===== src/rtl/roi_patch_extractor_if.sv =====
// ============================================================================
//  Module      : roi_patch_extractor_if
//  Description : Pixel-stream input and patch/status output bundle for
//                roi_patch_extractor. The slave modport is the extractor side;
//                the master modport is the camera/classifier side.
//  Revision    : 1.0  initial release
// ============================================================================
`default_nettype none

interface roi_patch_extractor_if;
    // Raster pixel stream from the camera path
    logic [7:0]  i_pix;
    logic        i_pix_valid;
    logic        i_sof;
    // Patch bundle towards the classifier, plus status
    logic [71:0] o_roi_data;
    logic        o_valid;
    logic [6:0]  o_base_id;
    logic        o_frame_done;
    logic        o_sof_err;
    logic        o_busy;

    modport slave (
        input  i_pix, i_pix_valid, i_sof,
        output o_roi_data, o_valid, o_base_id, o_frame_done, o_sof_err, o_busy
    );

    modport master (
        output i_pix, i_pix_valid, i_sof,
        input  o_roi_data, o_valid, o_base_id, o_frame_done, o_sof_err, o_busy
    );
endinterface

`default_nettype wire


===== src/rtl/roi_patch_extractor.sv =====
// ============================================================================
//  Module      : roi_patch_extractor
//  Description : Two line buffers plus a 3x3 sliding window over a raster
//                pixel stream; emits one packed 72-bit patch and a site ID
//                for every site of a fixed rectangular grid.
//  Revision    : 1.0  initial release
// ============================================================================
`default_nettype none

module roi_patch_extractor #(
    parameter int IMG_W   = 64,
    parameter int IMG_H   = 64,
    parameter int GRID_X0 = 4,
    parameter int GRID_Y0 = 4,
    parameter int PITCH   = 6,
    parameter int N_COLS  = 10,
    parameter int N_ROWS  = 10
) (
    input  wire logic            i_clk,
    input  wire logic            i_rst,
    roi_patch_extractor_if.slave bus
);

    localparam int XW = (IMG_W  > 1) ? $clog2(IMG_W)  : 1;
    localparam int YW = (IMG_H  > 1) ? $clog2(IMG_H)  : 1;
    localparam int CW = (N_COLS > 1) ? $clog2(N_COLS) : 1;
    localparam int RW = (N_ROWS > 1) ? $clog2(N_ROWS) : 1;

    localparam logic [XW-1:0] c_X_LAST  = XW'(IMG_W - 1);
    localparam logic [YW-1:0] c_Y_LAST  = YW'(IMG_H - 1);
    localparam logic [XW-1:0] c_SITE_X0 = XW'(GRID_X0 + 1);
    localparam logic [YW-1:0] c_SITE_Y0 = YW'(GRID_Y0 + 1);
    localparam logic [CW-1:0] c_COL_LAST = CW'(N_COLS - 1);
    localparam logic [RW-1:0] c_ROW_LAST = RW'(N_ROWS - 1);

    typedef enum logic [0:0] {
        S_IDLE  = 1'b0,
        S_FRAME = 1'b1
    } state_t;

    state_t         r_state;
    state_t         w_state_nxt;

    // Raster position of the next expected pixel
    logic [XW-1:0]  r_x;
    logic [YW-1:0]  r_y;

    // Next-site trigger position (xc+1, yc+1) and grid bookkeeping
    logic [XW-1:0]  r_site_x;
    logic [YW-1:0]  r_site_y;
    logic [CW-1:0]  r_col;
    logic [RW-1:0]  r_row;
    logic [6:0]     r_id;
    logic           r_sites_done;

    // Line buffers: r_lb1 holds line y-1, r_lb2 holds line y-2
    logic [7:0]     r_lb1 [IMG_W];
    logic [7:0]     r_lb2 [IMG_W];

    // Window columns {row0 = current line, row1 = y-1, row2 = y-2};
    // r_c1 is column x-1, r_c2 is column x-2 relative to the incoming pixel
    logic [23:0]    r_c1;
    logic [23:0]    r_c2;

    logic [71:0]    r_roi_data;
    logic           r_valid;
    logic [6:0]     r_base_id;
    logic           r_frame_done;
    logic           r_sof_err;

    logic           w_take;
    logic           w_restart;
    logic           w_sof_err;
    logic           w_last;
    logic           w_hit;
    logic [XW-1:0]  w_px;
    logic [YW-1:0]  w_py;
    logic [7:0]     w_lb1;
    logic [7:0]     w_lb2;

    // State register
    always_ff @(posedge i_clk) begin
        if (i_rst) begin
            r_state <= S_IDLE;
        end else begin
            r_state <= w_state_nxt;
        end
    end

    // Next state and per-pixel decode: which pixel is accepted and where it sits
    always_comb begin
        w_state_nxt = r_state;
        w_take      = 1'b0;
        w_restart   = 1'b0;
        w_sof_err   = 1'b0;
        w_last      = 1'b0;
        w_px        = r_x;
        w_py        = r_y;
        if (bus.i_pix_valid) begin
            if (bus.i_sof) begin
                // SOF always starts a fresh frame at (0,0), even mid-frame
                w_take      = 1'b1;
                w_restart   = 1'b1;
                w_px        = '0;
                w_py        = '0;
                w_sof_err   = (r_state == S_FRAME);
                w_state_nxt = S_FRAME;
            end else if (r_state == S_FRAME) begin
                w_take = 1'b1;
                if (r_x == c_X_LAST && r_y == c_Y_LAST) begin
                    w_last      = 1'b1;
                    w_state_nxt = S_IDLE;
                end
            end
        end
    end

    // A site fires when its lower-right neighbour pixel arrives
    assign w_hit = w_take && !w_restart && !r_sites_done &&
                   (r_x == r_site_x) && (r_y == r_site_y);

    assign w_lb1 = r_lb1[w_px];
    assign w_lb2 = r_lb2[w_px];

    // Line buffers shift down one line at this column; contents survive reset
    always_ff @(posedge i_clk) begin
        if (!i_rst && w_take) begin
            r_lb1[w_px] <= bus.i_pix;
            r_lb2[w_px] <= w_lb1;
        end
    end

    // 3x3 window column shift, only on accepted pixels
    always_ff @(posedge i_clk) begin
        if (i_rst) begin
            r_c1 <= '0;
            r_c2 <= '0;
        end else if (w_take) begin
            r_c1 <= {bus.i_pix, w_lb1, w_lb2};
            r_c2 <= r_c1;
        end
    end

    // Raster counters and incremental next-site tracking
    always_ff @(posedge i_clk) begin
        if (i_rst) begin
            r_x          <= '0;
            r_y          <= '0;
            r_site_x     <= '0;
            r_site_y     <= '0;
            r_col        <= '0;
            r_row        <= '0;
            r_id         <= '0;
            r_sites_done <= 1'b0;
        end else if (w_take) begin
            if (w_px == c_X_LAST) begin
                r_x <= '0;
                r_y <= w_py + 1'b1;
            end else begin
                r_x <= w_px + 1'b1;
                r_y <= w_py;
            end

            if (w_restart) begin
                r_site_x     <= c_SITE_X0;
                r_site_y     <= c_SITE_Y0;
                r_col        <= '0;
                r_row        <= '0;
                r_id         <= '0;
                r_sites_done <= 1'b0;
            end else if (w_hit) begin
                r_id <= r_id + 7'd1;
                if (r_col == c_COL_LAST) begin
                    r_col    <= '0;
                    r_site_x <= c_SITE_X0;
                    r_row    <= r_row + 1'b1;
                    r_site_y <= r_site_y + YW'(PITCH);
                    if (r_row == c_ROW_LAST) begin
                        r_sites_done <= 1'b1;
                    end
                end else begin
                    r_col    <= r_col + 1'b1;
                    r_site_x <= r_site_x + XW'(PITCH);
                end
            end
        end
    end

    // Registered output bundle; patch and ID hold between strobes
    always_ff @(posedge i_clk) begin
        if (i_rst) begin
            r_roi_data   <= '0;
            r_valid      <= 1'b0;
            r_base_id    <= '0;
            r_frame_done <= 1'b0;
            r_sof_err    <= 1'b0;
        end else begin
            r_valid      <= w_hit;
            r_frame_done <= w_last;
            r_sof_err    <= w_sof_err;
            if (w_hit) begin
                r_roi_data <= {r_c2[23:16], r_c1[23:16], bus.i_pix,
                               r_c2[15:8],  r_c1[15:8],  w_lb1,
                               r_c2[7:0],   r_c1[7:0],   w_lb2};
                r_base_id  <= r_id;
            end
        end
    end

    assign bus.o_roi_data   = r_roi_data;
    assign bus.o_valid      = r_valid;
    assign bus.o_base_id    = r_base_id;
    assign bus.o_frame_done = r_frame_done;
    assign bus.o_sof_err    = r_sof_err;
    assign bus.o_busy       = (r_state == S_FRAME);

endmodule

`default_nettype wire


===== src/flat_wrapper.sv =====
// flat-port wrapper written by rule: the top's interface ports become plain ports
module roi_patch_extractor_flat 
#(
    parameter int IMG_W   = 64,
    parameter int IMG_H   = 64,
    parameter int GRID_X0 = 4,
    parameter int GRID_Y0 = 4,
    parameter int PITCH   = 6,
    parameter int N_COLS  = 10,
    parameter int N_ROWS  = 10
)
  (i_clk, i_rst, bus_i_pix, bus_i_pix_valid, bus_i_sof, bus_o_roi_data, bus_o_valid, bus_o_base_id, bus_o_frame_done, bus_o_sof_err, bus_o_busy);
  roi_patch_extractor_if bus_i ();
  input  wire logic i_clk;
  input  wire logic i_rst;
  input wire logic [$bits(bus_i.i_pix)-1:0] bus_i_pix;
  input wire logic [$bits(bus_i.i_pix_valid)-1:0] bus_i_pix_valid;
  input wire logic [$bits(bus_i.i_sof)-1:0] bus_i_sof;
  output wire logic [$bits(bus_i.o_roi_data)-1:0] bus_o_roi_data;
  output wire logic [$bits(bus_i.o_valid)-1:0] bus_o_valid;
  output wire logic [$bits(bus_i.o_base_id)-1:0] bus_o_base_id;
  output wire logic [$bits(bus_i.o_frame_done)-1:0] bus_o_frame_done;
  output wire logic [$bits(bus_i.o_sof_err)-1:0] bus_o_sof_err;
  output wire logic [$bits(bus_i.o_busy)-1:0] bus_o_busy;
  assign bus_i.i_pix = bus_i_pix;
  assign bus_i.i_pix_valid = bus_i_pix_valid;
  assign bus_i.i_sof = bus_i_sof;
  assign bus_o_roi_data = bus_i.o_roi_data;
  assign bus_o_valid = bus_i.o_valid;
  assign bus_o_base_id = bus_i.o_base_id;
  assign bus_o_frame_done = bus_i.o_frame_done;
  assign bus_o_sof_err = bus_i.o_sof_err;
  assign bus_o_busy = bus_i.o_busy;
  roi_patch_extractor #(.IMG_W(IMG_W), .IMG_H(IMG_H), .GRID_X0(GRID_X0), .GRID_Y0(GRID_Y0), .PITCH(PITCH), .N_COLS(N_COLS), .N_ROWS(N_ROWS)) u_core (.i_clk(i_clk), .i_rst(i_rst), .bus(bus_i));
endmodule

===== config.mk =====
export PLATFORM = sky130hd
export DESIGN_NAME = roi_patch_extractor_flat
export DESIGN_NICKNAME = d
export VERILOG_FILES = /design/src/rtl/roi_patch_extractor_if.sv /design/src/rtl/roi_patch_extractor.sv /design/src/flat_wrapper.sv
export SDC_FILE = /design/constraint.sdc
export NUM_CORES = 1
export LEC_CHECK = 0
export ABC_AREA = 1
export CAP_MARGIN = 20
export CORE_MARGIN = 2
export CORE_UTILIZATION = 35
export DETAILED_ROUTE_END_ITERATION = 7
export GPL_ROUTABILITY_DRIVEN = 0
export RECOVER_POWER = 25
export SKIP_CTS_REPAIR_TIMING = 1
export SLEW_MARGIN = 20
export SYNTH_ARGS = -nofsm -noshare
export SYNTH_HDL_FRONTEND = slang
export SYNTH_SLANG_ARGS = --single-unit

===== constraint.sdc =====
create_clock -name i_clk -period 3.95 [get_ports i_clk]
set_clock_uncertainty 0.05 [all_clocks]
set_input_delay 1.185 -clock i_clk [delete_from_list [all_inputs] [get_ports i_clk]]
set_output_delay 1.185 -clock i_clk [all_outputs]
set_load 0.02 [all_outputs]

Word-level counts from Yosys, hierarchy flattened
Memory sizes are Yosys's and may differ from the RTL's.
Cells that the tools add are included.
- bitwise operators: 3
- $lt $le $gt $ge: 0
- $mul: 0
- shift-type cells: 0
- multiplexer cells: 35
- eq/ne operators: 7
- div/mod/pow operators: 0
- reduce and logical (&&, ||, !) cells: 17
- $add $sub $neg: 7
- operators with widths (kind ; number):
    $mux 6 ; 12
    $mux 4 ; 6
    $eq 6x6->1 const B ; 3
    $mux 1 ; 15
    $mux 7 ; 2
    $add 6x1->6 const B ; 2
    $add 6x3->6 const B ; 2
    $eq 6x6->1 ; 2
    $add 4x1->4 const B ; 2
    $eq 4x4->1 const B ; 2
    $add 7x1->7 const B ; 1
    $logic_and 1x1->1 ; 6
    $reduce_bool 2->1 ; 3
    $reduce_and 4->1 ; 1
    $reduce_or 4->1 ; 1
    $logic_not 1->1 ; 3
    $not 1->1 ; 3
    $reduce_and 3->1 ; 1
    $reduce_or 3->1 ; 1
    $reduce_and 2->1 ; 1
- bits in read-only memories: 0
- output and inout bits: 83
- memories: 2
- word-level logic and storage cells: 87
- register bits after elaboration: 171
- bits of input ports: 12
- RAM bits: 1024
- bits in latches: 0
- memories (memory ; words ; width ; rd ports ; clocked after memory_dff ; wr ports ; RTL line ; text):
    u_core.r_lb1 ; 64 ; 8 ; 1 ; 0 ; 1 ; roi_patch_extractor.sv:57 ; logic [7:0] r_lb1 [IMG_W];
    u_core.r_lb2 ; 64 ; 8 ; 1 ; 0 ; 1 ; roi_patch_extractor.sv:58 ; logic [7:0] r_lb2 [IMG_W];

Depth between registers and ports, before layout
- depth in word-level cells: 9
- depth in mapped cells: 16
- depth with buffers taken out: 15

Worst setup path after synthesis
No wires, ideal clock.
- kind: input -> register
- start point: input bus_i_sof
- end point: memory u_core.r_lb1[63][0], enable pin
- data arrival time: 3.292 ns
- path slack: 0.198 ns
- required time: 3.491 ns
- path buffers: 4
- setup time: 0.409 ns
- cell stages on the path: 8
- path through: nand2_2 buf_4 buf_2 nand2_1 inv_2 clkbuf_1 buf_2 nor3_1
- word-level cells in the longest chain between the ends: 5
- elaborated cells between the ends (all ways): 7
- those cells by class: 6 x mux; 1 x reduce/logical
- ends and longest elaborated chain (element ; RTL line ; text):
    start: declaration ; flat_wrapper.sv:18 ; input wire logic [$bits(bus_i.i_sof)-1:0] bus_i_sof;
    $mux 1 ; roi_patch_extractor.sv:100 ; if (bus.i_sof) begin
    $mux 1 ; roi_patch_extractor.sv:99 ; if (bus.i_pix_valid) begin
    $logic_and 1x1->1 ; roi_patch_extractor.sv:127 ; if (!i_rst && w_take) begin
    $mux 1 ; roi_patch_extractor.sv:127 ;
    $mux 1 (implied by the code) ; roi_patch_extractor.sv:128 ; r_lb1[w_px] <= bus.i_pix;
    end: declaration ; roi_patch_extractor.sv:57 ;
Parallel ways exist; a longest one is shown, timed or not.

Final worst setup path
- start point: input bus_i_pix[6]
- end point: memory u_core.r_lb1[52][6] (data pin)
- RTL lines (element ; RTL line ; text):
    start: declaration ; flat_wrapper.sv:16 ; input wire logic [$bits(bus_i.i_pix)-1:0] bus_i_pix;
No word-level cell before the write port.

==> impl_metrics.sql <==
INSERT INTO impl_metrics (metric_group, metric, value, unit) VALUES
('layout', 'layout.cells.most_common', 'nand2_1', ''),
('cts', 'clock-sinks', '1195', ''),
('outcome', 'outcome', 'finished, violations left', ''),
('drt', 'wire_per_inst', '20.66', 'um'),
('power_and_ir_drop', 'power_density', '453.4', 'nW/um^2'),
('sta', 'crit_path_time_final', '3.737', 'ns'),
('setup_path', 'crit_path_max_incr_delay', '1.48', 'ns'),
('grt', 'first_pass_grt_wire_length', '225.4', 'mm'),
('synthesis', 'synth-compound-area-share', '3.615', '%'),
('run', 'drv_cap', '13', ''),
('worst_hold_path', 'min-delay-path-class', 'reg -> reg', ''),
('floorplan', 'start_util', '35.24', '%'),
('synthesis', 'synthSimpleGateAreaFrac', '23.02', '%'),
('drt', 'drt_drc_violations_left', '0', ''),
('layout', 'finish.cell_count_without_fillers', '7348', ''),
('synthesis', 'synth-main-ff-cell', 'edfxtp_1', ''),
('synthesis', 'number_of_distinct_library_cells_after_synthesis', '35', ''),
('setup_path', 'worst_ep_arrival_time', '4.03', 'ns'),
('place', 'place_worst_setup_slack', '-0.4488', 'ns'),
('setup_path', 'cp_cell_sequence', 'clkbuf_1 -> dlymetal6s4s_1', ''),
('sta', 'maxClockFrequency', '267.6', 'MHz'),
('sta', 'report.final.slew_viol_count', '473', ''),
('power_and_ir_drop', 'ir_worst_vdd', '0.4481', 'mV'),
('synthesis', 'flops_latches_synth', '1195', ''),
('place', 'placed_cells', '7113', ''),
('sta', 'worstMarginPinSlew', '2.135', 'ns'),
('setup_path', 'cp-end-kind', 'flip-flop', ''),
('setup_path', 'path_buf_inv', '2', ''),
('synthesis', 'synth_top_family_by_area', 'simple AND/OR/NAND/NOR gates', ''),
('layout', 'postLayoutCellArea', '61310', 'sq um'),
('layout', 'fin_util', '42.73', '%'),
('synthesis', 'synth_top_cell_by_area', 'edfxtp_1', ''),
('synthesis', 'synth-async-reset-ratio', '0', '%'),
('sta', 'final.period_utilization', '94.61', '%'),
('drt', 'vias', '36680', ''),
('synthesis', 'syn_nets', '5003', ''),
('place', 'estimated_wirelength_of_the_detail_placed_design', '97.72', 'mm'),
('layout', 'n_fill_cell', '13430', ''),
('drt', 'vias_per_cell', '4.992', ''),
('grt', 'grt_start_max_net_pins', '134', ''),
('cts', 'cts-htree-levels', '4', ''),
('synthesis', 'synth.top_cell.area_share', '60.82', '%'),
('floorplan', 'fp.dieH', '384.1', 'um'),
('place', 'dpl-instance-area', '57330', 'sq um'),
('synthesis', 'post_synth_fa_ha_maj_area_fraction', '0.2227', '%'),
('grt', 'grt_antenna_before_repair', '5', ''),
('layout', 'fin_nets', '5363', ''),
('floorplan', 'top_level_ports', '95', ''),
('synthesis', 'synth_mux_area_share', '0', '%'),
('sta', 'postLayoutSetupSlackWorst', '0.2128', 'ns'),
('power_and_ir_drop', 'p_leak', '24.78', 'nW'),
('floorplan', 'core_ar', '143500', 'sq um'),
('drt', 'postRouteWirelength', '151.8', 'mm'),
('cts', 'clk_pin_slew_worst_paths', '0.06', 'ns'),
('cts', 'cts_made_buffers', '130', ''),
('cts', 'number_of_buffers_between_clock_root_and_the_deepest_sink', '3', ''),
('grt', 'grt-ovfl-total', '0', ''),
('setup_path', 'timing.critical_path.slowest_stage_cell', 'clkbuf_1', ''),
('synthesis', 'yosys_warnings', '0', ''),
('cts', 'clockRootBuffer', 'clkbuf_16', ''),
('grt', 'globalRouteTotalUtil', '20.42', '%'),
('setup_path', 'timing.critical_path.max_delay_family', 'buffers and inverters', ''),
('outcome', 'failing_checks', 'capacitance limit, slew limit', ''),
('sta', 'relSlewSlack', '-42.35', '%'),
('floorplan', 'die-area', '147500', 'sq um'),
('drt', 'first_iter_violations', '3708', ''),
('setup_path', 'critical_path.max_fanout', '36', ''),
('synthesis', 'synth-edff-count', '1024', ''),
('setup_path', 'crit_path_start_kind', 'primary input', ''),
('cts', 'worst_skew_pair.late_latency', '0.76', 'ns'),
('synthesis', 'yosys-top-cells-area', 'edfxtp_1, nand2_1, dfxtp_1', '');
-- layer usage --
layer	track usage, %	wire length (um)	up-vias
li1	-	-	17280
met4	7.407	4965	0
met1	28.14	64920	17680
met2	32.36	69630	1462
met3	3.497	12320	255
met5	0	0	-
-- worst min-delay path, cell delays in order, from the launching register on --
cell and delay (ns):
dfxtp_1 0.32, nor2_1 0.04, nor2_1 0.08
-- cells by family after synthesis --
group | count (synthesis)
AO/OA/AOI/OAI | 330
flip-flops | 1195
AND/OR/NAND/NOR | 2770
adder cells (fa/ha/maj) | 9
buffers and inverters | 668
XOR/XNOR | 10
-- flip-flops by register name, indices dropped and copies added, names as in the netlist, 6 cells and up --
name,count
u_core.r_x,6
u_core.r_lb2,512
u_core.r_c2,24
u_core.r_lb1,512
u_core.bus.o_base_id,7
u_core.r_y,6
u_core.r_site_y,6
u_core.r_id,7
u_core.r_site_x,6
u_core.bus.o_roi_data,72
u_core.r_c1,24
-- area by class of cell --
cell class	count	area, sq um	area share (%)
sequential	1195	34180	55.75
clock inverter	50	475.5	0.7755
inverter	392	1478	2.410
timing repair buffer	504	5426	8.851
clock buffer	184	3623	5.910
multi-input combinational	3119	13740	22.42
antenna	1	2.502	0.004082
tap	1903	2381	3.884
-- power breakdown --
group | total, mW | switching (mW) | internal (mW) | leakage [nW]
combinational | 2.10 | 1.45 | 0.647 | 12.2
clock | 11.7 | 5.08 | 6.67 | 2.01
sequential | 14.0 | 0.0756 | 13.9 | 10.6
-- Yosys cell counts (55+ instances only) --
cell / instances
inv_1: 368
nand3_1: 396
o211ai_1: 61
dfxtp_1: 171
nor2_1: 451
o21ai_1: 94
a21oi_1: 55
buf_2: 151
nand3b_1: 165
edfxtp_1: 1024
o21ai_0: 111
clkbuf_1: 97
nand2_1: 1706
-- per-stage QoR --
step,setup TNS [ns],hold WS (ns)
detailed placement,-179.56,0.4220
global placement,-163.18,0.4127
floorplan,0,0.3999
CTS,0,0.4351
finish,0,0.4251
global route,0,0.4518
-- final timing paths --
kind	start	end	slack (ns)	cells past startpoint
max	bus_i_pix[6]	u_core.r_lb1[52][6]	0.21	2
min	u_core.bus.o_roi_data[42]	u_core.bus.o_roi_data[42]	0.43	2
max reg2reg	u_core.r_x[0]	u_core.r_lb2[45][6]	0.81	15
min reg2reg	u_core.bus.o_roi_data[42]	u_core.bus.o_roi_data[42]	0.43	2
(Power assumes the default switching activity.)
